File: config.mk
export PLATFORM = sky130hd
export DESIGN_NAME = color_sensor_scanner
export DESIGN_NICKNAME = d
export VERILOG_FILES = /design/src/rtl/color_sensor_scanner.sv
export SDC_FILE = /design/constraint.sdc
export NUM_CORES = 1
export LEC_CHECK = 0
export CAP_MARGIN = 20
export CORE_MARGIN = 2
export CORE_UTILIZATION = 45
export DETAILED_ROUTE_END_ITERATION = 8
export GPL_TIMING_DRIVEN = 0
export PLACE_DENSITY = 0.73
export SKIP_CTS_REPAIR_TIMING = 1
export SYNTH_ARGS = -nofsm -noshare
export SYNTH_HDL_FRONTEND = slang
export SYNTH_SLANG_ARGS = --single-unit
File: constraint.sdc
create_clock -name clk -period 2.8 [get_ports clk]
set_input_delay 0.56 -clock clk [delete_from_list [all_inputs] [get_ports clk]]
set_output_delay 0.56 -clock clk [all_outputs]
set_load 0.02 [all_outputs]
File: src/rtl/color_sensor_scanner.sv
`default_nettype none
// +----------------------------------------------------------------------+
// | color_sensor_scanner                                                 |
// | TCS3200-class filter sequencer, gated edge counter and classifier.   |
// | Rev 1.0                                                              |
// +----------------------------------------------------------------------+
module color_sensor_scanner #(
  parameter int         GATE_CYCLES   = 12_500_000,
  parameter int         SETTLE_CYCLES = 100_000,
  parameter int         CNT_W         = 25,
  parameter int         SCALE_SHIFT   = 3,
  parameter int         NUM_CH        = 3,
  parameter logic [1:0] FREQ_SCALE    = 2'b10,
  parameter int         MIN_LEVEL     = 700
) (
  input  logic             clk,
  input  logic             rst_n,
  input  logic             enable,
  input  logic             freq_in,
  output logic             s0,
  output logic             s1,
  output logic             s2,
  output logic             s3,
  output logic             oe_n,
  output logic [CNT_W-1:0] red_cnt,
  output logic [CNT_W-1:0] blue_cnt,
  output logic [CNT_W-1:0] green_cnt,
  output logic [CNT_W-1:0] clear_cnt,
  output logic [3:0]       ovf,
  output logic [1:0]       color_class,
  output logic             frame_valid
);

  localparam int c_tmax = (GATE_CYCLES > SETTLE_CYCLES) ? GATE_CYCLES : SETTLE_CYCLES;
  localparam int c_tw   = (c_tmax > 1) ? $clog2(c_tmax + 1) : 1;

  localparam logic [c_tw-1:0]  c_settle_last = c_tw'((SETTLE_CYCLES == 0) ? 0 : SETTLE_CYCLES - 1);
  localparam logic [c_tw-1:0]  c_gate_last   = c_tw'(GATE_CYCLES - 1);
  localparam logic [1:0]       c_last_ch     = 2'(NUM_CH - 1);
  localparam logic             c_no_settle   = (SETTLE_CYCLES == 0);
  localparam logic [CNT_W-1:0] c_cnt_max     = '1;
  localparam logic [63:0]      c_min_level   = 64'(MIN_LEVEL);

  typedef enum logic [2:0] {
    S_IDLE     = 3'd0,
    S_SETTLE   = 3'd1,
    S_GATE     = 3'd2,
    S_STORE    = 3'd3,
    S_CLASSIFY = 3'd4,
    S_PUBLISH  = 3'd5
  } state_t;

  state_t           r_state;
  logic [c_tw-1:0]  r_timer;
  logic [1:0]       r_ch;
  logic [CNT_W-1:0] r_raw;
  logic [CNT_W-1:0] r_shadow [4];
  logic             r_sync1;
  logic             r_sync2;
  logic             r_sync_prev;

  logic             w_edge;
  logic [CNT_W-1:0] w_scaled;
  logic             w_scale_sat;
  logic [1:0]       w_class;

  // Filter select order R, B, G, C maps to {s2,s3} = 00, 01, 11, 10.
  function automatic logic [1:0] filter_code(input logic [1:0] ch);
    case (ch)
      2'd0:    filter_code = 2'b00;
      2'd1:    filter_code = 2'b01;
      2'd2:    filter_code = 2'b11;
      default: filter_code = 2'b10;
    endcase
  endfunction

  assign s0 = FREQ_SCALE[1];
  assign s1 = FREQ_SCALE[0];

  always_ff @(posedge clk or negedge rst_n) begin
    if (!rst_n) begin
      r_sync1     <= 1'b0;
      r_sync2     <= 1'b0;
      r_sync_prev <= 1'b0;
    end else begin
      r_sync1     <= freq_in;
      r_sync2     <= r_sync1;
      r_sync_prev <= r_sync2;
    end
  end

  assign w_edge = r_sync2 & ~r_sync_prev;

  generate
    if (SCALE_SHIFT == 0) begin : g_no_shift
      assign w_scaled    = r_raw;
      assign w_scale_sat = 1'b0;
    end else begin : g_shift
      logic [CNT_W+SCALE_SHIFT-1:0] w_wide;
      assign w_wide      = {r_raw, {SCALE_SHIFT{1'b0}}};
      assign w_scale_sat = |w_wide[CNT_W+SCALE_SHIFT-1:CNT_W];
      assign w_scaled    = w_scale_sat ? c_cnt_max : w_wide[CNT_W-1:0];
    end
  endgenerate

  // Only the R/B/G shadows take part; a tie for the maximum is no winner.
  always_comb begin
    w_class = 2'd0;
    if ((r_shadow[0] > r_shadow[1]) && (r_shadow[0] > r_shadow[2])) begin
      if (64'(r_shadow[0]) > c_min_level) w_class = 2'd1;
    end else if ((r_shadow[2] > r_shadow[0]) && (r_shadow[2] > r_shadow[1])) begin
      if (64'(r_shadow[2]) > c_min_level) w_class = 2'd2;
    end else if ((r_shadow[1] > r_shadow[0]) && (r_shadow[1] > r_shadow[2])) begin
      if (64'(r_shadow[1]) > c_min_level) w_class = 2'd3;
    end
  end

  always_ff @(posedge clk or negedge rst_n) begin
    if (!rst_n) begin
      r_state     <= S_IDLE;
      r_timer     <= '0;
      r_ch        <= 2'd0;
      r_raw       <= '0;
      for (int i = 0; i < 4; i++) r_shadow[i] <= '0;
      s2          <= 1'b0;
      s3          <= 1'b0;
      oe_n        <= 1'b1;
      red_cnt     <= '0;
      blue_cnt    <= '0;
      green_cnt   <= '0;
      clear_cnt   <= '0;
      ovf         <= 4'd0;
      color_class <= 2'd0;
      frame_valid <= 1'b0;
    end else begin
      frame_valid <= 1'b0;
      if (!enable) begin
        // Abort: the partial frame is dropped, published outputs stay put.
        r_state <= S_IDLE;
        r_timer <= '0;
        r_ch    <= 2'd0;
        r_raw   <= '0;
        for (int i = 0; i < 4; i++) r_shadow[i] <= '0;
        ovf     <= 4'd0;
        {s2, s3} <= 2'b00;
        oe_n    <= 1'b1;
      end else begin
        case (r_state)
          S_IDLE, S_PUBLISH: begin
            oe_n     <= 1'b0;
            ovf      <= 4'd0;
            r_ch     <= 2'd0;
            {s2, s3} <= filter_code(2'd0);
            r_timer  <= '0;
            r_raw    <= '0;
            r_state  <= c_no_settle ? S_GATE : S_SETTLE;
          end
          S_SETTLE: begin
            r_raw <= '0;
            if (r_timer == c_settle_last) begin
              r_timer <= '0;
              r_state <= S_GATE;
            end else begin
              r_timer <= r_timer + 1'b1;
            end
          end
          S_GATE: begin
            if (w_edge) begin
              if (r_raw == c_cnt_max) ovf[r_ch] <= 1'b1;
              else                    r_raw     <= r_raw + 1'b1;
            end
            if (r_timer == c_gate_last) begin
              r_timer <= '0;
              r_state <= S_STORE;
            end else begin
              r_timer <= r_timer + 1'b1;
            end
          end
          S_STORE: begin
            r_shadow[r_ch] <= w_scaled;
            if (w_scale_sat) ovf[r_ch] <= 1'b1;
            r_raw <= '0;
            if (r_ch == c_last_ch) begin
              r_state <= S_CLASSIFY;
            end else begin
              r_ch     <= r_ch + 2'd1;
              {s2, s3} <= filter_code(r_ch + 2'd1);
              r_timer  <= '0;
              r_state  <= c_no_settle ? S_GATE : S_SETTLE;
            end
          end
          S_CLASSIFY: begin
            // Outputs and strobe land together in the PUBLISH cycle.
            red_cnt     <= r_shadow[0];
            blue_cnt    <= r_shadow[1];
            green_cnt   <= r_shadow[2];
            clear_cnt   <= r_shadow[3];
            color_class <= w_class;
            frame_valid <= 1'b1;
            r_state     <= S_PUBLISH;
          end
          default: r_state <= S_IDLE;
        endcase
      end
    end
  end

endmodule
`default_nettype wire

==> impl_metrics.yaml <==
sta:
  timing.slew.headroom: 0.382
  setup_tns_ns: 0
  worst-slew-pin-transition_ns: 0.920
  final_min_period_over_clock_period: 0.968
  report.final.setup_viol: 0
  layout_min_cycle_time_ns: 2.71
  final-hold-violation-count: 0
  maxSlewViolCount: 0
  finalClockSkew_ns: 0.00931
  clock.fmax_mhz: 369
final_layout:
  post_synthesis_to_final_layout_area_growth_pct: 20.7
  design.final.nets: 1538
  antenna-diode-count: 0
  number_of_filler_instances_in_the_final_layout: 2271
  drive_gt1_frac: 0.0556
  finish.instance_area_um2: 14600
routing:
  wirelength_um: 31500
  via_per_inst: 5.56
  drt_first_pass_iters: 6
  routed-via-count: 10056
  detailedRoute.firstIterationViolations: 852
  wire_per_inst_um: 17.4
  remaining_drc_errors: 0
  antenna_violating_nets_left: 0
hold_path:
  min_to: "r_sync2$_DFF_PN0_"
  worstHoldStart: "r_sync1$_DFF_PN0_"
  worstHoldPathCells: 0
  min-delay-path-class: "reg2reg"
cts:
  insertion_delay_ns: 0.53
  clkTransAtPathRegs_ns: 0.06
  cts.path.max_buffers: 3
  clock_tree.htree_level_count: 1
  cts_tree: "built"
  cts_root_buf: "sky130_fd_sc_hd__clkbuf_16"
  cts.sinks: 251
  cts_buffers: 26
die:
  fp-row-count: 59
  core_um2: 26200
  die-width_um: 168
  initial_utilization: 0.461
  die_y_um: 168
  ports: 116
  design.die.area_um2: 28200
run_status:
  status: "finished, final reports clean"
synthesis:
  netlist_instances: 1313
  synth.top_cell.area_share: 0.518
  synth_nets: 1395
  synth_sequential_area_ratio: 0.520
  synth_area_leaders: "sky130_fd_sc_hd__dfrtp_1 (52%), sky130_fd_sc_hd__nand2_1 (10%), sky130_fd_sc_hd__ha_1 (8.1%), sky130_fd_sc_hd__o21ai_0 (7.5%), sky130_fd_sc_hd__nor2_1 (2.5%)"
  post_synth_instance_area_um2: 12100
  synth_largest_area_cell: "sky130_fd_sc_hd__dfrtp_1"
  yosys.area_share.xor_xnor: 0.0217
  ys_warn_count: 0
  avgSynthCellArea_um2: 9.21
  synth-adder-area-share: 0.0807
  yosys.area_share.simple: 0.206
  share_of_flip_flops_with_an_asynchronous_set_or_reset: 1.00
  synth-edff-count: 0
  synth.distinct_cells: 65
  fraction_of_the_mapped_netlist_area_in_compound_gates: 0.126
  synth-seq-cells: 251
  top_flip_flop_cell_by_instance_count_after_synthesis: "sky130_fd_sc_hd__dfrtp_1"
  dominant_combinational_cell_family_by_area_after_synthesis: "simple AND/OR/NAND/NOR gates"
  synth.mux.area_fraction: 0.00166
grt:
  gr-usage-met1: 0.300
  global_route_usage_over_all_layers: 0.223
  grt.met3_usage: 0.0299
  grt_start_max_net_pins: 126
  grt-busiest-layer: "met2"
  grt_antenna_before_repair: 0
  aggregate_global_routing_overflow: 0
  vias_in_the_first_global_route: 9751
  grt_use_met2: 0.375
  grt_first_pass_wirelength_um: 50800
critical_path:
  regToRegStartpoint: "r_shadow[99]$_DFFE_PN0P_"
  critical_path.slowest_cell: "sky130_fd_sc_hd__or4_4"
  ordered_list_of_cells_on_the_worst_path: "inv_1, ha_1, nand4_1, or4_4, nor3_4, o31ai_2, and3_1, nor4_4, a221o_1"
  regToRegSetupSlack_ns: 0.09
  reg_to_reg_end: "color_class[0]$_DFFE_PN0P_"
  timing.critical_path.max_delay_family: "simple AND/OR/NAND/NOR gates"
  slowest_delay_ns: 0.56
  worst_ep_arrival_time_ns: 3.17
  timing.critical_path.buf_inv: 1
  critical_path.max_fanout: 5
  critical_path_class: "reg2reg"
  crit_start_category: "register"
  critPathRequiredTime_ns: 3.26
  critPathCaptureType: "register"
  worst_r2r_path_depth: 9
placement:
  placement.cell_area_um2: 13700
  buffer_ports.inserted: 112
  routabilityCongestion: 0.984
  dpl.hpwl_um: 23100
run:
  cap_viol_max_count: 0
power:
  power.density_nw_per_um2: 491
  max_vdd_drop_uv: 383
  total_leakage_power_nw: 6.61
==> metal layers <==
layer / routed length (um) / vias up / part of all wire
met5: 0 / - / 0
met4: 902 / 0 / 0.029
met3: 1700 / 60 / 0.054
met2: 15100 / 315 / 0.48
met1: 13800 / 4926 / 0.44
li1: - / 4755 / -
==> stage by stage <==
stage	setup slack (ns)	hold WS, ns	utilization	power (mW)	cells
floorplan	0.412	0.264	-	3.77	1313
global placement	-9.28	0.336	0.520	3.87	1760
detailed placement	-0.224	0.340	0.522	3.88	1762
CTS	-0.241	-0.205	0.554	7.22	1808
global route	-0.0124	0.348	0.557	7.39	1809
finish	0.0885	0.351	0.557	7.15	1809
==> worst max path at each step <==
stage,cells past startpoint,startpoint,to,slack [ns]
global placement,1,rst_n,r_timer[10]$_DFFE_PN0P_,-9.28
finish,9,r_shadow[99]$_DFFE_PN0P_,color_class[0]$_DFFE_PN0P_,0.09
detailed placement,9,r_shadow[27]$_DFFE_PN0P_,color_class[1]$_DFFE_PN0P_,-0.22
CTS,9,r_shadow[27]$_DFFE_PN0P_,color_class[1]$_DFFE_PN0P_,-0.24
global route,9,r_shadow[99]$_DFFE_PN0P_,color_class[1]$_DFFE_PN0P_,-0.01
floorplan,9,r_shadow[27]$_DFFE_PN0P_,color_class[0]$_DFFE_PN0P_,0.41
==> flip-flops by register name (all words and copies together) (netlist names), 2 cells and up <==
signal,cells
r_shadow,92
r_raw,25
r_timer,24
blue_cnt,23
clear_cnt,23
green_cnt,23
red_cnt,23
ovf,4
r_state,3
color_class,2
r_ch,2
==> final cells by class <==
class                   instances  area, um2  share of cell area
flip-flops and latches        251       6280               0.431
clock buffers                  39        791              0.0542
multi-input cells             940       5330               0.365
repair buffers                115       1190              0.0817
plain buffers                  63        308              0.0211
inverters                      59        221              0.0152
clock inverters                 7       45.0             0.00309
well taps                     335        419              0.0287
==> synth_stat cells, drive strengths merged (5+ instances only) <==
library cell    n
nand2         327
nand2b          7
xor2           16
nor4           19
nor2b           5
a21oi          45
buf            22
o21ai         184
and3           21
a31oi           8
nor3           21
nand4          23
ha             78
dfrtp         250
nand3          27
clkbuf         41
nor2           80
xnor2          14
inv            59
==> logic make-up after synthesis <==
logic type	after synthesis
flip-flops	251
AND/OR/NAND/NOR	553
adder cells (fa/ha/maj)	78
other	2
buffers and inverters	122
AO/OA/AOI/OAI	275
XOR/XNOR	30
multiplexers	2
==> layout by cell type, fill, tap and decap left out, types with 4 or more instances in the layout <==
| master | n |
|---|---|
| sky130_fd_sc_hd__clkinv_2 | 4 |
| sky130_fd_sc_hd__and2_1 | 4 |
| sky130_fd_sc_hd__a31oi_1 | 8 |
| sky130_fd_sc_hd__a21oi_1 | 45 |
| sky130_fd_sc_hd__nand2_1 | 327 |
| sky130_fd_sc_hd__buf_4 | 12 |
| sky130_fd_sc_hd__o21ai_0 | 182 |
| sky130_fd_sc_hd__clkbuf_8 | 7 |
| sky130_fd_sc_hd__xor2_1 | 16 |
| sky130_fd_sc_hd__clkbuf_16 | 27 |
| sky130_fd_sc_hd__nor2b_1 | 5 |
| sky130_fd_sc_hd__a21o_1 | 4 |
| sky130_fd_sc_hd__and3_1 | 21 |
| sky130_fd_sc_hd__clkdlybuf4s50_1 | 111 |
| sky130_fd_sc_hd__nor4_1 | 15 |
| sky130_fd_sc_hd__inv_1 | 59 |
| sky130_fd_sc_hd__buf_1 | 5 |
| sky130_fd_sc_hd__ha_1 | 78 |
| sky130_fd_sc_hd__xnor2_1 | 14 |
| sky130_fd_sc_hd__nor3_1 | 17 |
| sky130_fd_sc_hd__nand4_1 | 22 |
| sky130_fd_sc_hd__nand2b_1 | 6 |
| sky130_fd_sc_hd__nand3_1 | 27 |
| sky130_fd_sc_hd__clkbuf_1 | 45 |
| sky130_fd_sc_hd__dfrtp_1 | 249 |
| sky130_fd_sc_hd__nor2_1 | 79 |
==> power breakdown <==
group	leakage (nW)	switching [mW]	total (mW)	internal [mW]
registers	3.49	0.00437	3.64	3.63
logic	2.70	0.132	0.172	0.0395
clock network	0.413	1.40	3.34	1.94
total	6.61	1.54	7.15	5.62
Power figures use the tool's default switching activity.
